File: src/rtl/core_run_ctrl.sv
// Run controller for a small core: holds it in reset, releases it, detects a halt
// (stable PC) or a cycle-limit timeout, and latches the core's result.
module core_run_ctrl #(
    parameter int unsigned RST_HOLD    = 5,
    parameter int unsigned HALT_REPEAT = 4
) (
    input  logic        i_clk,
    input  logic        i_rst,
    input  logic        i_start,
    input  logic        i_abort,
    input  logic [31:0] i_sw_cfg,
    input  logic [31:0] i_max_cycles,
    input  logic [31:0] i_core_pc,
    input  logic [31:0] i_core_out,
    output logic        o_core_rst,
    output logic [31:0] o_core_sw,
    output logic        o_busy,
    output logic        o_done,
    output logic        o_timeout,
    output logic [31:0] o_result,
    output logic [31:0] o_cycle_count
);

    typedef enum logic [2:0] {StIdle, StHold, StRun, StDone, StTout} state_e;

    localparam logic [31:0] HoldLast = 32'(RST_HOLD - 1);
    localparam logic [31:0] HaltLast = 32'(HALT_REPEAT - 1);

    state_e      r_state;
    logic        r_core_rst;
    logic [31:0] r_core_sw;
    logic        r_busy;
    logic        r_done;
    logic        r_timeout;
    logic [31:0] r_result;
    logic [31:0] r_cycle_count;
    logic [31:0] r_limit;
    logic [31:0] r_hold_cnt;
    logic [31:0] r_same_cnt;
    logic [31:0] r_prev_pc;
    logic        r_pc_valid;

    logic [31:0] w_cnt_next;
    logic [31:0] w_same_next;
    logic        w_halt;
    logic        w_tout;
    logic        w_launch;

    assign w_cnt_next  = (r_cycle_count == 32'hFFFF_FFFF) ? r_cycle_count : r_cycle_count + 32'd1;
    // prev_pc is meaningless on the first RUN cycle, so the repeat run starts at zero there.
    assign w_same_next = (r_pc_valid && (i_core_pc == r_prev_pc)) ? r_same_cnt + 32'd1 : 32'd0;
    assign w_halt      = (w_same_next == HaltLast);
    assign w_tout      = (r_limit != 32'd0) && (w_cnt_next == r_limit);
    // abort only blocks a launch from IDLE; in DONE/TOUT it is ignored entirely.
    assign w_launch    = i_start && !(r_state == StIdle && i_abort);

    always_ff @(posedge i_clk) begin
        if (i_rst) begin
            r_state       <= StIdle;
            r_core_rst    <= 1'b1;
            r_core_sw     <= '0;
            r_busy        <= 1'b0;
            r_done        <= 1'b0;
            r_timeout     <= 1'b0;
            r_result      <= '0;
            r_cycle_count <= '0;
            r_limit       <= '0;
            r_hold_cnt    <= '0;
            r_same_cnt    <= '0;
            r_prev_pc     <= '0;
            r_pc_valid    <= 1'b0;
        end else begin
            unique case (r_state)
                StIdle, StDone, StTout: begin
                    if (w_launch) begin
                        r_state       <= StHold;
                        r_core_sw     <= i_sw_cfg;
                        r_limit       <= i_max_cycles;
                        r_hold_cnt    <= '0;
                        r_done        <= 1'b0;
                        r_timeout     <= 1'b0;
                        r_cycle_count <= '0;
                        r_same_cnt    <= '0;
                        r_pc_valid    <= 1'b0;
                        r_busy        <= 1'b1;
                        r_core_rst    <= 1'b1;
                    end
                end
                StHold: begin
                    if (i_abort) begin
                        r_state    <= StIdle;
                        r_busy     <= 1'b0;
                        r_core_rst <= 1'b1;
                    end else if (r_hold_cnt == HoldLast) begin
                        r_state    <= StRun;
                        r_core_rst <= 1'b0;
                    end else begin
                        r_hold_cnt <= r_hold_cnt + 32'd1;
                    end
                end
                StRun: begin
                    if (i_abort) begin
                        r_state    <= StIdle;
                        r_busy     <= 1'b0;
                        r_core_rst <= 1'b1;
                    end else begin
                        r_cycle_count <= w_cnt_next;
                        r_prev_pc     <= i_core_pc;
                        r_pc_valid    <= 1'b1;
                        r_same_cnt    <= w_same_next;
                        if (w_halt) begin
                            r_state    <= StDone;
                            r_result   <= i_core_out;
                            r_done     <= 1'b1;
                            r_busy     <= 1'b0;
                            r_core_rst <= 1'b1;
                        end else if (w_tout) begin
                            r_state    <= StTout;
                            r_result   <= i_core_out;
                            r_timeout  <= 1'b1;
                            r_busy     <= 1'b0;
                            r_core_rst <= 1'b1;
                        end
                    end
                end
                default: r_state <= StIdle;
            endcase
        end
    end

    assign o_core_rst    = r_core_rst;
    assign o_core_sw     = r_core_sw;
    assign o_busy        = r_busy;
    assign o_done        = r_done;
    assign o_timeout     = r_timeout;
    assign o_result      = r_result;
    assign o_cycle_count = r_cycle_count;

endmodule
File: config.mk
export PLATFORM = sky130hd
export DESIGN_NAME = core_run_ctrl
export DESIGN_NICKNAME = d
export VERILOG_FILES = /design/src/rtl/core_run_ctrl.sv
export SDC_FILE = /design/constraint.sdc
export NUM_CORES = 1
export LEC_CHECK = 0
export ABC_AREA = 1
export CAP_MARGIN = 20
export CORE_MARGIN = 4
export CORE_UTILIZATION = 50
export CTS_BUF_LIST = sky130_fd_sc_hd__clkbuf_4 sky130_fd_sc_hd__clkbuf_8
export DETAILED_ROUTE_END_ITERATION = 10
export GPL_TIMING_DRIVEN = 0
export MAX_ROUTING_LAYER = met4
export PLACE_DENSITY = 0.76
export SYNTH_ARGS = -nofsm -noshare
export SYNTH_HDL_FRONTEND = slang
export SYNTH_SLANG_ARGS = --single-unit
File: constraint.sdc
create_clock -name i_clk -period 3.5 [get_ports i_clk]
set_clock_uncertainty 0.15 [all_clocks]
set_input_delay 0.7 -clock i_clk [delete_from_list [all_inputs] [get_ports i_clk]]
set_output_delay 0.7 -clock i_clk [all_outputs]
set_load 0.01 [all_outputs]
* Yosys cells after proc, flatten, opt, wreduce, memory -nomap -nowiden
Cells that the tools add are included.
** Word-level totals
- RAM bits :: 0
- Output and inout port bits :: 100
- Register bits :: 232
- Bits in latches :: 0
- Memories kept :: 0
- ROM bits :: 0
- Logic and storage cells :: 98
** Cells by class
- $mul :: 0
- Bitwise operators :: 1
- Order comparisons :: 0
- Mux-type cells :: 40
- Reductions and logical operators :: 22
- Equality and inequality tests :: 19
- Divide/modulo/power cells :: 0
- Add/subtract/negate cells :: 3
- Shift-type cells :: 0
** Operator list (number)
- $mux W32 :: 9
- $pmux W32 S2 :: 3
- $add A32 B1 Y32 const B :: 3
- $eq A32 B32 Y1 :: 2
- $eq A32 B2 Y1 const B :: 1
- $eq A32 B3 Y1 const B :: 1
- $eq A32 B32 Y1 const B :: 1
- $reduce_bool A32 Y1 :: 1
- $mux W3 :: 6
- $mux W1 :: 16
- $ne A2 B2 Y1 const B :: 8
- $reduce_and A4 Y1 :: 4
- $pmux W3 S3 :: 1
- $reduce_and A3 Y1 :: 3
- $eq A3 B2 Y1 const B :: 2
- $pmux W1 S2 :: 3
- $pmux W1 S3 :: 2
- $reduce_bool A2 Y1 :: 3
- $reduce_and A5 Y1 :: 1
- $logic_and A1 B1 Y1 :: 4
- $ne A4 B4 Y1 const B :: 1
- $reduce_and A2 Y1 :: 2
- $eq A3 B1 Y1 const B :: 1
- $eq A3 B3 Y1 const B :: 1
- 6 further kinds :: 6

* Longest topological paths before layout
- Word-level depth :: 8
- Depth in mapped cells :: 23
- Mapped depth without buffers :: 22

* Worst setup path before layout
Ideal clock, no wire load.
- Path kind :: reg2reg
- Start :: register r_cycle_count[1], in the netlist o_cycle_count[1]
- End :: register r_result[23], in the netlist o_result[23]
- Path slack :: 0.757 ns
- Library setup time :: 0.115 ns
- Data arrival time :: 2.478 ns
- Data required time :: 3.235 ns
- Path buffers :: 3
- Cell stages (with the launch flop) :: 22
- Clock period less this slack :: 2.743 ns
- Cell sequence :: dfxtp_1 -> ha_1 -> buf_2 -> inv_1 -> nor2_4 -> nand2_4 -> nor2_8 -> nand2_4 -> buf_6 -> nand2_1 -> nor2_1 -> a21oi_1 -> nand2_1 -> nor2_1 -> nand3_1 -> nor2_2 -> inv_2 -> nand2_8 -> buf_6 -> nand3_1 -> nand2_1 -> nor2_1
** Between the ends
- Cells in the longest elaborated chain, start to end :: 6
- Elaborated cells between the ends (all ways) :: 7
- Those cells by class :: add/sub (1); eq/ne (2); mux (1); reduce/logical (3)
** RTL lines
- from (decl) :: line 36 : logic [31:0] r_cycle_count;
- from (signal assigned) :: line 107 : r_cycle_count <= w_cnt_next;
- $add A32 B1 Y32 or $eq A32 B32 Y1 (tied branches) :: line 49 : assign w_cnt_next = (r_cycle_count == 32'hFFFF_FFFF) ? r_cycle_count : r_cycle_count + 32'd1;
- $mux W32 * :: line 49
- $eq A32 B32 Y1 * :: line 53 : assign w_tout = (r_limit != 32'd0) && (w_cnt_next == r_limit);
- $logic_and A1 B1 Y1 * :: line 53
- $reduce_bool A2 Y1 (no source line) *
- $reduce_and A3 Y1 (no source line) *
- to (signal assigned) :: line 113 : r_result <= i_core_out;
- to (signal assigned) :: line 119 : r_result <= i_core_out;
- to (decl) :: line 35 : logic [31:0] r_result;
Every way passes the cells marked *; elsewhere a longest branch is shown, timed or not.
A chain may end at the register's enable or synchronous reset.

* Worst setup path in the final report
- Start :: register r_cycle_count[12], in the netlist o_cycle_count[12]
- End :: register r_result[17], in the netlist o_result[17]
Same word-level chain as after synthesis.

==> results.yml <==
critical_path:
  path_cells: "nand2_1 > nor2_1 > nand2_2 > nor2_8 > nand2_4 > buf_6 > nand2_1 > nor2_1 > a21oi_1 > nand2_1 > nor2_2 > nand3_1 > nor2_4 > inv_2 > nand2_8 > buf_6 > nand3_1 > nand2_1 > nor2_1"
  r2r_setup_slack_ns: 0.15
  path_max_fanout: 10
  start_kind: "flop"
  critical_path_class: "reg -> reg"
  cpPeakStageDelay_ns: 0.48
  r2r_cells: 19
  slowest_stage: "dfxtp_1"
  crit_required_ns: 3.79
  arrival_ns: 3.63
  cp_common_cell: "nand2_1"
  cp-end-kind: "flop"
place:
  place_ws_ns: -0.506
  hpwl_um: 36300
  io_buffers: 230
  placed_cell_area_mm2: 0.0163
  place.gp.congestion: 1.01
floorplan:
  die-area_mm2: 0.0298
  rows: 59
  start_util: 0.513
  core_area_mm2: 0.0264
  die-height_um: 172
  die_w_um: 172
  ioPinCount: 232
cells_and_area:
  multiInputGateArea_mm2: 0.00752
  fin_area_mm2: 0.0172
  synthToLayoutAreaGrowth_pct: 27.4
  final_nets: 2649
  num-fill-cells: 2551
  layout-drive-gt1-share: 0.0570
  seq_area_mm2: 0.00465
routing:
  met2_length_um: 21800
  vias_per_cell: 5.33
  wl_um: 47000
  route.vias.total: 15400
  drtIter0Drc: 1223
  drcViolationCount: 0
  wl_met3_um: 3320
  wl_met1_um: 20300
  top_layer_used: "met4"
  wl_per_cell_um: 16.3
  drtAntennaViolNets: 0
  drt_pass1_iterations: 6
pwr:
  worst_ir_drop_vdd_mv: 0.307
  p_total_mw: 7.12
  leakage_nw: 7.18
  power_density_mw_per_mm2: 413
yosys:
  ys_warn_count: 0
  synth.distinct_cells: 38
  ys_top_cells_by_count: "nand2_1 (647), nor2_1 (317), inv_1 (265), dfxtp_1 (232), a21oi_1 (195)"
  ys_seq_area_frac: 0.343
  synth_top_area_cell: "dfxtp_1"
  synth_async_sr_flop_share: 0
  syn_area_mm2: 0.0135
  synth_area_leaders: "dfxtp_1 (34%), nand2_1 (18%), nor2_1 (8.8%)"
  synth_edf_count: 0
  synth.most_common_cell: "nand2_1"
  synth_cells: 2238
  synth.avg_cell_area_um2: 6.05
  synth_top_flop_cell: "dfxtp_1"
  syn-num-nets: 2374
  yosysTopAreaCellShare: 0.343
  synth-seq-cells: 232
sta:
  worstMarginPinSlew_ns: 0.749
  setup_ws_ns: 0.154
  max-slew-margin-rel: 0.501
  rsz0062_at_grt: "false"
  fmax_mhz: 299
  min_period_ns: 3.35
  finalSetupViolCount: 0
  finalCritPeriodShare: 0.956
  hold_viol: 0
  holdWs_ns: 0.315
  timing.setup.tns_ns: 0
  slew_viol_final: 0
clock_tree:
  numCtsBuffers: 41
  clock_tree.buffer_depth: 3
  path_clk_slew_ns: 0.06
  cts.sink_count: 232
  cts-root-buf: "clkbuf_8"
  cts_tree: "yes"
  clk_latency_ns: 0.56
  htree_levels: 2
global_routing:
  first_global_vias: 14200
  grt_pass1_wl_um: 73000
  grt_overflow: 0
  grt_start_max_net_pins: 12
  grt_antenna_before_repair: 1
  grt.total_usage: 0.313
worst_hold_path:
  hp-class: "reg -> reg"
  holdPathStages: 2
status:
  status: "completed"
job:
  maxCapViolCount: 0
-- cell usage in the layout, fill, tap and decap left out, types with 10 or more instances in the layout --
cell type / netlist / layout
a21oi_1: 195 / 195
buf_2: 12 / 10
clkbuf_1: 55 / 53
clkbuf_4: 0 / 15
clkbuf_8: 0 / 53
clkdlybuf4s50_1: 0 / 230
dfxtp_1: 232 / 227
inv_1: 265 / 265
nand2_1: 647 / 647
nand3_1: 166 / 165
nand4_1: 47 / 47
nor2_1: 317 / 306
nor2_2: 6 / 15
nor3_1: 35 / 34
nor4_1: 18 / 18
o21ai_0: 127 / 127
xnor2_1: 13 / 12
xor2_1: 27 / 27
-- state kept, by name, summed over array words and instances, names as in the netlist --
signal,cells
o_busy,1
o_timeout,1
o_cycle_count,32
r_hold_cnt,32
r_pc_valid,1
o_core_sw,32
r_limit,32
r_prev_pc,32
o_core_rst,1
o_result,32
r_same_cnt,32
r_state,3
o_done,1
-- per-stage QoR --
| stage | cells | utilization |
|---|---|---|
| after floorplan | 2238 | - |
| after global placement | 2803 | 0.617 |
| after detailed placement | 2803 | 0.617 |
| after CTS | 2879 | 0.650 |
| after global routing | 2882 | 0.654 |
| final | 2882 | 0.654 |
-- report_power, final --
group | internal, mW | switching (mW)
Sequential | 2.82 | 0.0927
Clock | 1.52 | 1.19
Combinational | 0.561 | 0.940
Total | 4.90 | 2.23
-- layout make-up --
class | count | share of cell area
antenna | 1 | 0.000145
clock inverter | 9 | 0.00327
clock buffer | 67 | 0.0484
inverter | 273 | 0.0594
buffer | 84 | 0.0236
multi-input combinational | 1648 | 0.436
timing repair buffer | 233 | 0.135
tap | 335 | 0.0243
sequential | 232 | 0.270
-- worst paths after layout --
check	startpoint	to
worst max-delay path	o_cycle_count[12]$_SDFFE_PP0P_	o_result[17]$_SDFFE_PP0P_
worst min-delay path	o_timeout$_SDFFE_PP0P_	o_timeout$_SDFFE_PP0P_
worst max register to register	o_cycle_count[12]$_SDFFE_PP0P_	o_result[17]$_SDFFE_PP0P_
worst min register to register	o_timeout$_SDFFE_PP0P_	o_timeout$_SDFFE_PP0P_
-- cells by family after synthesis --
group                    share of synthesized area
AND/OR/NAND/NOR                              0.389
XOR/XNOR                                    0.0259
adder cells (fa/ha/maj)                    0.00370
buffers and inverters                        0.105
AO/OA/AOI/OAI                                0.132
flip-flops                                   0.343
-- critical path, delay by kind of cell, from the launching register on --
kind / cells / cell delay, ns
AO/OA/AOI/OAI: 1 / 0.15
buffers and inverters: 3 / 0.39
AND/OR/NAND/NOR: 15 / 2.02
flip-flops: 1 / 0.48
-- metal layers --
| layer | vias up | global-route usage |
|---|---|---|
| li1 | 7733 | - |
| met1 | 6914 | 0.398 |
| met2 | 592 | 0.518 |
| met3 | 125 | 0.0380 |
| met4 | 0 | 0.104 |
| met5 | - | - |
-- what timing repair did --
item,in CTS,in global routing
hold buffers,0,0
buffers inserted,0,2
resized for setup,0,32
endpoints found under the setup margin,0,86
Power figures use the tool's default switching activity.
==> edit (config.mk and constraints unchanged) <==
Register the output `o_cycle_count` once more, with the module's reset; this adds one clock of latency there. The other outputs are not delayed to match.
--- a/src/rtl/core_run_ctrl.sv
+++ b/src/rtl/core_run_ctrl.sv
@@ -136,3 +136,9 @@
     assign o_result      = r_result;
-    assign o_cycle_count = r_cycle_count;
+    always_ff @(posedge i_clk) begin
+        if (i_rst) begin
+            o_cycle_count <= '0;
+        end else begin
+            o_cycle_count <= r_cycle_count;
+        end
+    end
 
Function: changed (a bounded check fails within 10 cycles, from zero or initial values and one cycle with i_rst high).
==> edit against the original RTL <==
Global-route usage about the same; non-clock buffer count decreased by 1; sequential share of layout area increased by 2.8 points; worst setup slack got worse by 0.013 ns; clock power rose by 9.2%; wire length up 3.8%; area after synthesis rose by 3.3%; sequential cell count up 32; power is 29% higher; register-to-register slack gained 0.04 ns; sequential power is 22% higher; count of clock-buffer cells in the layout decreased by 3; critical path depth up 1; final area rose by 3.0%; critical path type is now input port to flop; largest power group unchanged; highest routed layer unchanged.
==> edit: results (changes against the original RTL) <==
[status]
status = finished, final reports clean

[final_layout]
nets = 2586  ; -2.4%
nonClkBufAreaFrac_pct = 15.2  ; -0.58 points
multi_input_area_sq_um = 7430  ; -1.1%
multi_input_area_share_pct = 41.8  ; -1.8 points
final_cells = 2856  ; -0.90%
inverters_excl_clock = 246  ; -9.9%
nClkBuffers = 64  ; -4.5%
signal_buffers = 316  ; -0.32%
clock_area_share_pct = 5.33  ; +0.16 points
nFillCells = 2496  ; -2.2%
seq_area_sq_um = 5290  ; +14%
drive_gt1_share_pct = 5.43  ; -0.26 points
diodes = 0  ; -1
syn_to_final_growth_pct = 27.1

[setup_path]
r2r_setup_slack_ns = 0.19  ; +0.04 ns
worstRegToRegCells = 20  ; +1
critPathSlowestCell = clkdlybuf4s50_1
rr_startpoint = r_cycle_count[1]

[yosys]
syn_inst = 2170  ; -3.0%
synth_area_leaders = dfxtp_1, nand2_1, nor2_1
post_synth_num_cell_types = 42  ; +11%
async_flop_share_pct = 0  ; unchanged
ys_ff_latch = 264  ; +14%
syn_nets = 2306  ; -2.9%
ys_seq_area_share_pct = 37.8  ; +3.5 points
yosys-top-cells-count = nand2_1, nor2_1, dfxtp_1

[cts]
numCtsBuffers = 45  ; +9.8%
clk_latency_ns = 0.59  ; +0.03 ns

[global_routing]
grtUsageTotal_pct = 31.3  ; about the same
antenna_found_initial = 0  ; -1
grt_max_degree = 13  ; +1

[timing]
whs_ns = 0.308  ; -0.00691 ns
timing.slew.headroom_pct = 40.6  ; -9.5 points

[place]
place_ws_ns = -0.782  ; -0.276 ns
dp_hpwl_mm = 37.5  ; +3.3%
place_inst = 2772  ; -1.1%
gp_congestion = 0.992  ; -1.6%

[pwr]
switching_share_pct = 36.7  ; +5.5 points
combPwrFrac_pct = 29.2  ; +8.1 points
p_leak_uw = 0.00722  ; +0.50%
clkPwrFrac_pct = 32.2  ; -5.9 points

[drt]
drtIter0Drc = 1653  ; +35%
vias = 15500  ; +0.61%

==> edit: cell count changes in the layout (fill, tap and decap cells not counted), moves of 11 or more <==
cell      unedited run  this run
a21oi_1            195       142
clkbuf_1            53        64
a22o_1               0        17
nand2_1            647       525
dfxtp_1            227       263
nand3_1            165       130
o21ai_1              1        31
nor2_1             306       362
inv_1              265       241
xor2_1              27        39
==> edit: per-layer routing <==
| layer | global-route usage (%) | wire [microns] | up-vias |
|---|---|---|---|
| met5 | - | 0 | - |
| met4 | 10.3 | 1610 | 0 |
| met3 | 5.88 | 4520 | 122 |
| met2 | 48.2 | 21400 | 707 |
| met1 | 41.7 | 21200 | 7030 |
| li1 | - | - | 7598 |
==> edit: worst min-delay path, cell delays in order (launching register included) <==
cell and delay, ns:
dfxtp_1 0.31, inv_1 0.05, a21oi_1 0.05
==> edit: cell families (layout without fill, tap and decap cells) <==
| kind of cell | after synthesis | after routing | synth area share, % |
|---|---|---|---|
| simple gates | 1152 | 1152 | 34.6 |
| xor+xnor | 55 | 55 | 3.50 |
| buf+inv | 329 | 643 | 9.27 |
| fa+ha+maj | 4 | 4 | 0.358 |
| flops | 264 | 264 | 37.8 |
| compound gates | 366 | 366 | 14.5 |
==> edit: repair_timing <==
action,4_1_cts,5_1_grt
endpoints found under the setup margin,33,38
gates resized for setup,3,8
pin swaps,0,1
setup buffers,0,3
==> edit: worst max-delay path by stage <==
stage                          start  cells past startpoint           end  slack [ns]
floorplan              i_core_pc[24]                     17  o_result[26]        0.74
global placement       i_core_pc[24]                     18  o_result[16]       -0.78
detailed placement     i_core_pc[24]                     18  o_result[22]       -0.78
CTS                    i_core_pc[24]                     18  o_result[30]      0.0001
global route        r_cycle_count[1]                     19    r_state[1]       -0.02
finish                 i_core_pc[10]                     20  o_result[27]        0.14
